**src/rtl/cpu_defs_pkg.sv**
```systemverilog
// rtl/cpu_defs_pkg.sv - shared regfile widths and write-port arbiter state encoding
package cpu_defs_pkg;

    localparam int REG_ADDR_W = 5;
    localparam int REG_DATA_W = 32;
    localparam logic [REG_ADDR_W-1:0] REG_ZERO = 5'd0;

    typedef enum logic [1:0] {
        ARB_IDLE  = 2'd0,
        ARB_HOLD  = 2'd1,
        ARB_FORCE = 2'd2
    } arb_state_t;

endpackage

```
**src/rtl/rf_scoreboard.sv**
```systemverilog
// rtl/rf_scoreboard.sv - pending-result bit per register with two read lookups
module rf_scoreboard
    import cpu_defs_pkg::*;
#(
    parameter int ADDR_W = REG_ADDR_W
) (
    input  logic              clk,
    input  logic              reset_n,
    input  logic              set_en,
    input  logic [ADDR_W-1:0] set_addr,
    input  logic              clr_en,
    input  logic [ADDR_W-1:0] clr_addr,
    input  logic [ADDR_W-1:0] rd1_addr,
    input  logic [ADDR_W-1:0] rd2_addr,
    output logic              rd1_hit,
    output logic              rd2_hit
);

    localparam int NREG = 1 << ADDR_W;

    logic [NREG-1:0] pending;

    // Set is applied after clear so a same-address set/clear leaves the bit set.
    always_ff @(posedge clk or posedge reset_n) begin
        if (reset_n) begin
            pending <= '0;
        end else begin
            if (clr_en) begin
                pending[clr_addr] <= 1'b0;
            end
            if (set_en && (set_addr != '0)) begin
                pending[set_addr] <= 1'b1;
            end
        end
    end

    assign rd1_hit = (rd1_addr != '0) && pending[rd1_addr];
    assign rd2_hit = (rd2_addr != '0) && pending[rd2_addr];

endmodule

```
**src/rtl/regfile_wport_arbiter.sv**
```systemverilog
// rtl/regfile_wport_arbiter.sv - shares the regfile write port between WB and a multi-cycle source
// Optional stall_cycles counter enabled by REGFILE_ARB_STATS_EN.
module regfile_wport_arbiter
    import cpu_defs_pkg::*;
#(
    parameter int DATA_W   = REG_DATA_W,
    parameter int ADDR_W   = REG_ADDR_W,
    parameter int MAX_WAIT = 4
) (
    input  logic              clk,
    input  logic              reset_n,
    input  logic              pipe_we,
    input  logic [ADDR_W-1:0] pipe_waddr,
    input  logic [DATA_W-1:0] pipe_wdata,
    input  logic              mc_issue,
    input  logic [ADDR_W-1:0] mc_issue_addr,
    input  logic              mc_valid,
    input  logic [ADDR_W-1:0] mc_waddr,
    input  logic [DATA_W-1:0] mc_wdata,
    output logic              mc_ready,
    output logic              stall_req,
    input  logic [ADDR_W-1:0] rd1_addr,
    input  logic [ADDR_W-1:0] rd2_addr,
    output logic              rd1_hazard,
    output logic              rd2_hazard,
    output logic              wb_we,
    output logic [ADDR_W-1:0] wb_waddr,
    output logic [DATA_W-1:0] wb_wdata
`ifdef REGFILE_ARB_STATS_EN
    ,
    output logic [15:0]       stall_cycles
`endif
);

    localparam int CNT_W = (MAX_WAIT < 2) ? 1 : $clog2(MAX_WAIT + 1);
    localparam logic [CNT_W-1:0] FORCE_AT = CNT_W'(MAX_WAIT - 1);
    localparam logic [ADDR_W-1:0] ZERO_ADDR = ADDR_W'(REG_ZERO);

    arb_state_t        state;
    logic [CNT_W-1:0]  wait_cnt;
    logic [CNT_W-1:0]  cnt_nxt;
    logic [ADDR_W-1:0] buf_addr;
    logic [DATA_W-1:0] buf_data;
    logic              buf_full;
    logic              pipe_live;
    logic              port_free;
    logic              drain;

    assign buf_full  = (state != ARB_IDLE);
    assign pipe_live = pipe_we && (pipe_waddr != ZERO_ADDR);
    assign port_free = !pipe_live;
    assign drain     = buf_full && port_free;
    assign mc_ready  = !buf_full;
    assign cnt_nxt   = wait_cnt + 1'b1;

    // Loading only happens from IDLE, so a drain and a load can never share a cycle.
    always_ff @(posedge clk or posedge reset_n) begin
        if (reset_n) begin
            state     <= ARB_IDLE;
            wait_cnt  <= '0;
            stall_req <= 1'b0;
            buf_addr  <= '0;
            buf_data  <= '0;
        end else begin
            case (state)
                ARB_IDLE: begin
                    if (mc_valid) begin
                        buf_addr <= mc_waddr;
                        buf_data <= mc_wdata;
                        wait_cnt <= '0;
                        state    <= ARB_HOLD;
                    end
                end
                ARB_HOLD: begin
                    if (port_free) begin
                        wait_cnt <= '0;
                        state    <= ARB_IDLE;
                    end else begin
                        wait_cnt <= cnt_nxt;
                        if (cnt_nxt >= FORCE_AT) begin
                            stall_req <= 1'b1;
                            state     <= ARB_FORCE;
                        end
                    end
                end
                ARB_FORCE: begin
                    if (port_free) begin
                        wait_cnt  <= '0;
                        stall_req <= 1'b0;
                        state     <= ARB_IDLE;
                    end
                end
                default: begin
                    wait_cnt  <= '0;
                    stall_req <= 1'b0;
                    state     <= ARB_IDLE;
                end
            endcase
        end
    end

    // Outputs are held quiet while reset is asserted, whatever the pipe presents.
    always_comb begin
        wb_we    = 1'b0;
        wb_waddr = '0;
        wb_wdata = '0;
        if (!reset_n) begin
            if (pipe_live) begin
                wb_we    = 1'b1;
                wb_waddr = pipe_waddr;
                wb_wdata = pipe_wdata;
            end else if (buf_full) begin
                wb_we    = 1'b1;
                wb_waddr = buf_addr;
                wb_wdata = buf_data;
            end
        end
    end

    rf_scoreboard #(
        .ADDR_W (ADDR_W)
    ) u_scoreboard (
        .clk      (clk),
        .reset_n  (reset_n),
        .set_en   (mc_issue),
        .set_addr (mc_issue_addr),
        .clr_en   (drain),
        .clr_addr (buf_addr),
        .rd1_addr (rd1_addr),
        .rd2_addr (rd2_addr),
        .rd1_hit  (rd1_hazard),
        .rd2_hit  (rd2_hazard)
    );

`ifdef REGFILE_ARB_STATS_EN
    always_ff @(posedge clk or posedge reset_n) begin
        if (reset_n) begin
            stall_cycles <= '0;
        end else if (stall_req && (stall_cycles != 16'hFFFF)) begin
            stall_cycles <= stall_cycles + 16'd1;
        end
    end
`endif

endmodule

```
**config.mk**
```make
export PLATFORM = sky130hd
export DESIGN_NAME = regfile_wport_arbiter
export DESIGN_NICKNAME = d
export VERILOG_FILES = /design/src/rtl/cpu_defs_pkg.sv /design/src/rtl/rf_scoreboard.sv /design/src/rtl/regfile_wport_arbiter.sv
export SDC_FILE = /design/constraint.sdc
export NUM_CORES = 1
export LEC_CHECK = 0
export CORE_ASPECT_RATIO = 2
export CORE_MARGIN = 1.5
export CORE_UTILIZATION = 51
export DETAILED_ROUTE_END_ITERATION = 10
export PLACE_DENSITY = 0.92
export SLEW_MARGIN = 5
export SYNTH_ARGS = -nofsm -noshare
export SYNTH_HDL_FRONTEND = slang
export SYNTH_SLANG_ARGS = --single-unit
```
**constraint.sdc**
```tcl
create_clock -name clk -period 4.5 [get_ports clk]
set_input_delay 1.125 -clock clk [delete_from_list [all_inputs] [get_ports clk]]
set_output_delay 1.125 -clock clk [all_outputs]
set_load 0.02 [all_outputs]
```
Word level (Yosys, flattened, before mapping)
Cells that the tools add are included.
Widths: inputs -> output; s select.
{ "word_totals": {"in_bits": 94, "register_bits": 75, "elab_cells": 76, "out_inout_bits": 42} }
{ "op_classes": {"magnitude_cmp": 7, "reduce_logical": 19, "add_sub_neg": 1, "n_bitwise": 4, "eq_ne": 7, "muxes": 32} }
{ "ops": {"columns": ["cell", "n"], "rows": [
  ["$mux 32", 5],
  ["$and 32x32->32", 1],
  ["$not 32->32", 1],
  ["$or 32x32->32", 1],
  ["$lt 5x6->1 const B", 4],
  ["$reduce_bool 5->1", 4],
  ["$mux 5", 3],
  ["$bmux 1 s5", 2],
  ["$demux 1 s5", 2],
  ["$ge 5x1->1 const B", 2],
  ["$mux 1", 10],
  ["$mux 3", 3],
  ["$pmux 3 s3", 1],
  ["$mux 2", 4],
  ["$ne 2x2->1 const B", 4],
  ["$logic_and 1x1->1", 7],
  ["$pmux 2 s3", 1],
  ["$reduce_and 2->1", 2],
  ["$reduce_and 4->1", 1],
  ["$add 3x1->3 const B", 1],
  ["$ge 3x2->1 const B", 1],
  ["$ne 3x3->1 const B", 1],
  ["$pmux 1 s3", 1],
  ["$reduce_and 3->1", 1],
  ["other kinds (6)", 7]
]} }

Longest topological paths before layout
{ "logic_depth": {"word_depth": 9, "ltp_mapped": 7, "mapped_depth_nobuf": 7} }

By module
Synthesis repeated with hierarchy kept, for this count alone.
{ "unflattened": {"cells_unflattened": 450, "area_unflattened_um2": 4327.9} }
{ "modules_own_cells": {"columns": ["module", "area_each_um2", "cells_per_inst", "instances", "seq_area_each_um2"], "rows": [
  ["regfile_wport_arbiter", 2383.5, 251, 1, 1076.0],
  ["rf_scoreboard", 1944.4, 199, 1, 775.7]
]} }

Least setup slack after synthesis
OpenSTA, ideal clock, no wires.
{ "synth_timing": {"kind": "input -> output", "startpoint": "input port pipe_waddr[2]", "endpoint": "output port wb_waddr[1]", "path_buffers": 2, "arrival_ns": 2.711, "t_required_ns": 3.375, "setup_slack_ns": 0.664, "cell_stages": 6, "cell_sequence": "or4_4 o21ai_4 buf_2 buf_2 nand3_1 a21oi_1"} }
{ "synth_via": {"elab_chain_cells": 4} }
{ "synth_rtl": {"columns": ["element", "line_no", "text"], "rows": [
  ["start: declaration", "regfile_wport_arbiter.sv:13", "input logic [ADDR_W-1:0] pipe_waddr,"],
  ["$reduce_bool 5->1", "regfile_wport_arbiter.sv:50", "assign pipe_live = pipe_we && (pipe_waddr != ZERO_ADDR);"],
  ["$logic_and 1x1->1", "regfile_wport_arbiter.sv:50", null],
  ["$mux 5", "regfile_wport_arbiter.sv:108", "if (pipe_live) begin"],
  ["$mux 5", "regfile_wport_arbiter.sv:107", "if (!reset_n) begin"],
  ["end: declaration", "regfile_wport_arbiter.sv:27", "output logic [ADDR_W-1:0] wb_waddr,"]
]} }
No other way between the ends.

Worst setup path in the final report
{ "layout_timing": {"startpoint": "input port pipe_waddr[2]", "endpoint": "output port wb_wdata[15]"} }
{ "layout_via": {"elab_chain_cells": 4} }
{ "layout_rtl": {"columns": ["element", "line_no", "text"], "rows": [
  ["$reduce_bool 5->1", "regfile_wport_arbiter.sv:50", null],
  ["$logic_and 1x1->1", "regfile_wport_arbiter.sv:50", null],
  ["$mux 32", "regfile_wport_arbiter.sv:108", null],
  ["$mux 32", "regfile_wport_arbiter.sv:107", null],
  ["end: declaration", "regfile_wport_arbiter.sv:28", "output logic [DATA_W-1:0] wb_wdata"]
]} }
No other way between the ends.

==> results.txt <==
Outcome = finished clean
Final instance area = 6090 um2
Register area share after synthesis = 43.2%
Initial Utilization = 52.0%
Drt pass-1 iters = 5
Clock tree buffer depth = 2
CTS tree = built
Synth Warn # = 0
Leak = 2.58 nW
Final setup viols = 0
Max-cap violations = 0
Mean number of vias per cell = 6.21
RSZ-0062 raised after global routing = no
Fin crit period = 4.35 ns
Synth top area share = 43.2%
Synth Flop Type = dfrtp_1
Syn Area/Cell = 9.45 um2
Synth area leader = dfrtp_1
GPL Wtd Cong = 0.989
Worst slew pin tran = 0.858 ns
GRT overflow = 0
Die height = 133 um
Setup Slack @ Placement = -0.0907 ns
Worst Path Required = 3.38 ns
Maximum VDD drop = 0.330 mV
Syn Inst Count = 453
Cell Area, Placed = 5770 um2
DRT iter0 DRCs = 382
Final worst path period share = 96.8%
Multi-input logic area = 2280 um2
HP Class = flop to flop
CTS root buf = clkbuf_16
Area contributors post-synth = dfrtp_1 43%, mux2_2 9.7%, nand3_1 5.3%
Layout Area Growth over Synthesis = 42.2%
Power Dens Cells = 560 nW/um2
Final hold vios = 0
Critical path arrival = 3.23 ns
CTS H-Tree Depth = 3
Postcts setup bufs = 0
WHS = 0.508 ns
Crit path kind = input pin to output pin
Synth unique cells = 41
Total track usage = 32.7%
Die W = 67.8 um
Worst slew margin = 42.8%
CTS resizes = 39
Register bit count reported by yosys = 74
EDFF count, synth = 0
Synthesized net count = 549
Layout Utilization = 74.0%
Die area = 8990 um2
Post-route insts no fill = 683
Register area = 1850 um2
Worst-Skew Late Latency = 0.34 ns
ANT nets after route = 0
Vias in the first global route = 4482
Mapped Area = 4280 um2
Net count, final = 675
Post-DR wirelength/cell = 19.7 um
Antenna violations before repair = 1
Synth top cells by count = 74 x dfrtp_1, 48 x nand2_1, 45 x nand3_1
Worst setup SP type = input pin
DRC errors left = 0
Clock sinks = 74
CTS buffer count = 9
Top-count cell post-synth = dfrtp_1
Clock Skews = 0.00692 ns
First-pass GRT wire length = 22.0 mm
Total core area = 8230 um2
Placed Cells = 666
Max-slew violations = 0
Routed WL = 13.4 mm
Largest net degree at the start of global routing = 44
Reg clk slew, reported paths = 0.06 ns
Via count = 4242
Final worst slack = 0.145 ns
Fraction of registers with async set/reset = 100%
CP Max Fanout = 26
Worst setup EP type = output pin
Fraction of layout cells with a size suffix above 1 = 15.4%
FP Rows = 47
F_max = 230 MHz
CTS hold repair buffers = 0
I/O pins = 136
Estimated wirelength of the detail-placed design = 9.97 mm
Port Buffer Count = 135
# fillers = 578
## cells by family (layout without fill, tap and decap cells)
logic type / after synthesis / count (layout) / synth area share (%)
AO/OA/AOI/OAI: 128 / 128 / 19.0
XOR/XNOR: 1 / 1 / 0.205
adder cells (fa/ha/maj): 2 / 2 / 0.584
buffers and inverters: 46 / 177 / 4.35
flip-flops: 74 / 74 / 43.2
multiplexers: 60 / 60 / 16.3
other: 0 / 1 / 0
AND/OR/NAND/NOR: 142 / 142 / 16.3
## placed cells by master (no fill, tap or decap), types with 3 or more instances in the layout
cell / Yosys / layout
clkinv_2: 0 / 4
a221oi_2: 0 / 3
or2_2: 3 / 3
buf_12: 0 / 3
nor2b_1: 11 / 11
clkbuf_16: 0 / 9
nand2b_1: 8 / 8
buf_4: 0 / 15
mux4_2: 4 / 4
dlygate4sd2_1: 0 / 37
clkdlybuf4s50_1: 0 / 95
o31ai_1: 16 / 16
nor2_1: 13 / 13
mux2_2: 37 / 37
nand2_1: 48 / 48
a31oi_1: 4 / 4
o21ai_0: 34 / 34
mux2i_1: 19 / 19
nand3_1: 45 / 45
nand4b_1: 4 / 4
dfrtp_1: 74 / 74
a21oi_1: 39 / 39
o41ai_1: 15 / 15
dlymetal6s2s_1: 0 / 3
inv_1: 8 / 6
## layer usage
layer / share of wire (%) / track usage (%) / vias to the layer above
li1: - / - / 1929
met1: 35 / 35.5 / 2025
met2: 53 / 53.2 / 230
met3: 6.0 / 8.67 / 58
met4: 6.0 / 22.2 / 0
met5: 0 / 0 / -
## per-stage QoR
step / power [W] / TNS, ns
after floorplan: 0.00215 / 0
after global placement: 0.00257 / -0.474
after detailed placement: 0.00265 / -2.03
after CTS: 0.00339 / 0
after global routing: 0.00361 / 0
final: 0.00341 / 0
## sequential cells by signal (all words and copies together), names as in the netlist
| register | count |
|---|---|
| buf_addr | 5 |
| u_scoreboard.pending | 31 |
| stall_req | 1 |
| wait_cnt | 3 |
| buf_data | 32 |
| state | 2 |
## critical path, stage by stage
cell and delay [ns]:
clkdlybuf4s50_1 0.44, or4_4 0.56, o21ai_4 0.22, buf_12 0.20, nand3_1 0.10, a21oi_1 0.21
dlygate4sd2_1 0.37
## layout make-up
class / count / share of cell area (%)
Antenna cell: 1 / 0.0411
Clock buffer: 10 / 3.92
Clock inverter: 6 / 1.31
Inverter: 8 / 0.493
Multi-Input combinational cell: 333 / 37.4
Sequential cell: 74 / 30.4
Tap cell: 98 / 2.01
Timing Repair Buffer: 153 / 24.4
## where the power goes
| group | switching (W) | leakage [nW] | internal, W | total [W] |
|---|---|---|---|---|
| sequential | 0.000294 | 0.876 | 0.00100 | 0.00129 |
| combinational | 0.000732 | 1.54 | 0.000629 | 0.00136 |
| clock | 0.000261 | 0.162 | 0.000496 | 0.000757 |
## worst paths after layout
| kind | slack [ns] | depth (start not counted) | end | startpoint |
|---|---|---|---|---|
| min in group asynchronous | 1.38 | 3 | buf_data[3] | reset_n |
| hold reg to reg | 0.51 | 1 | buf_data[28] | buf_data[28] |
| setup reg to reg | 1.83 | 4 | buf_data[15] | state[0] |
| max in group asynchronous | 2.68 | 3 | buf_data[24] | reset_n |
| setup / recovery | 0.15 | 7 | wb_wdata[15] | pipe_waddr[2] |
| hold / removal | 0.51 | 1 | buf_data[28] | buf_data[28] |
(Power assumes the default switching activity.)
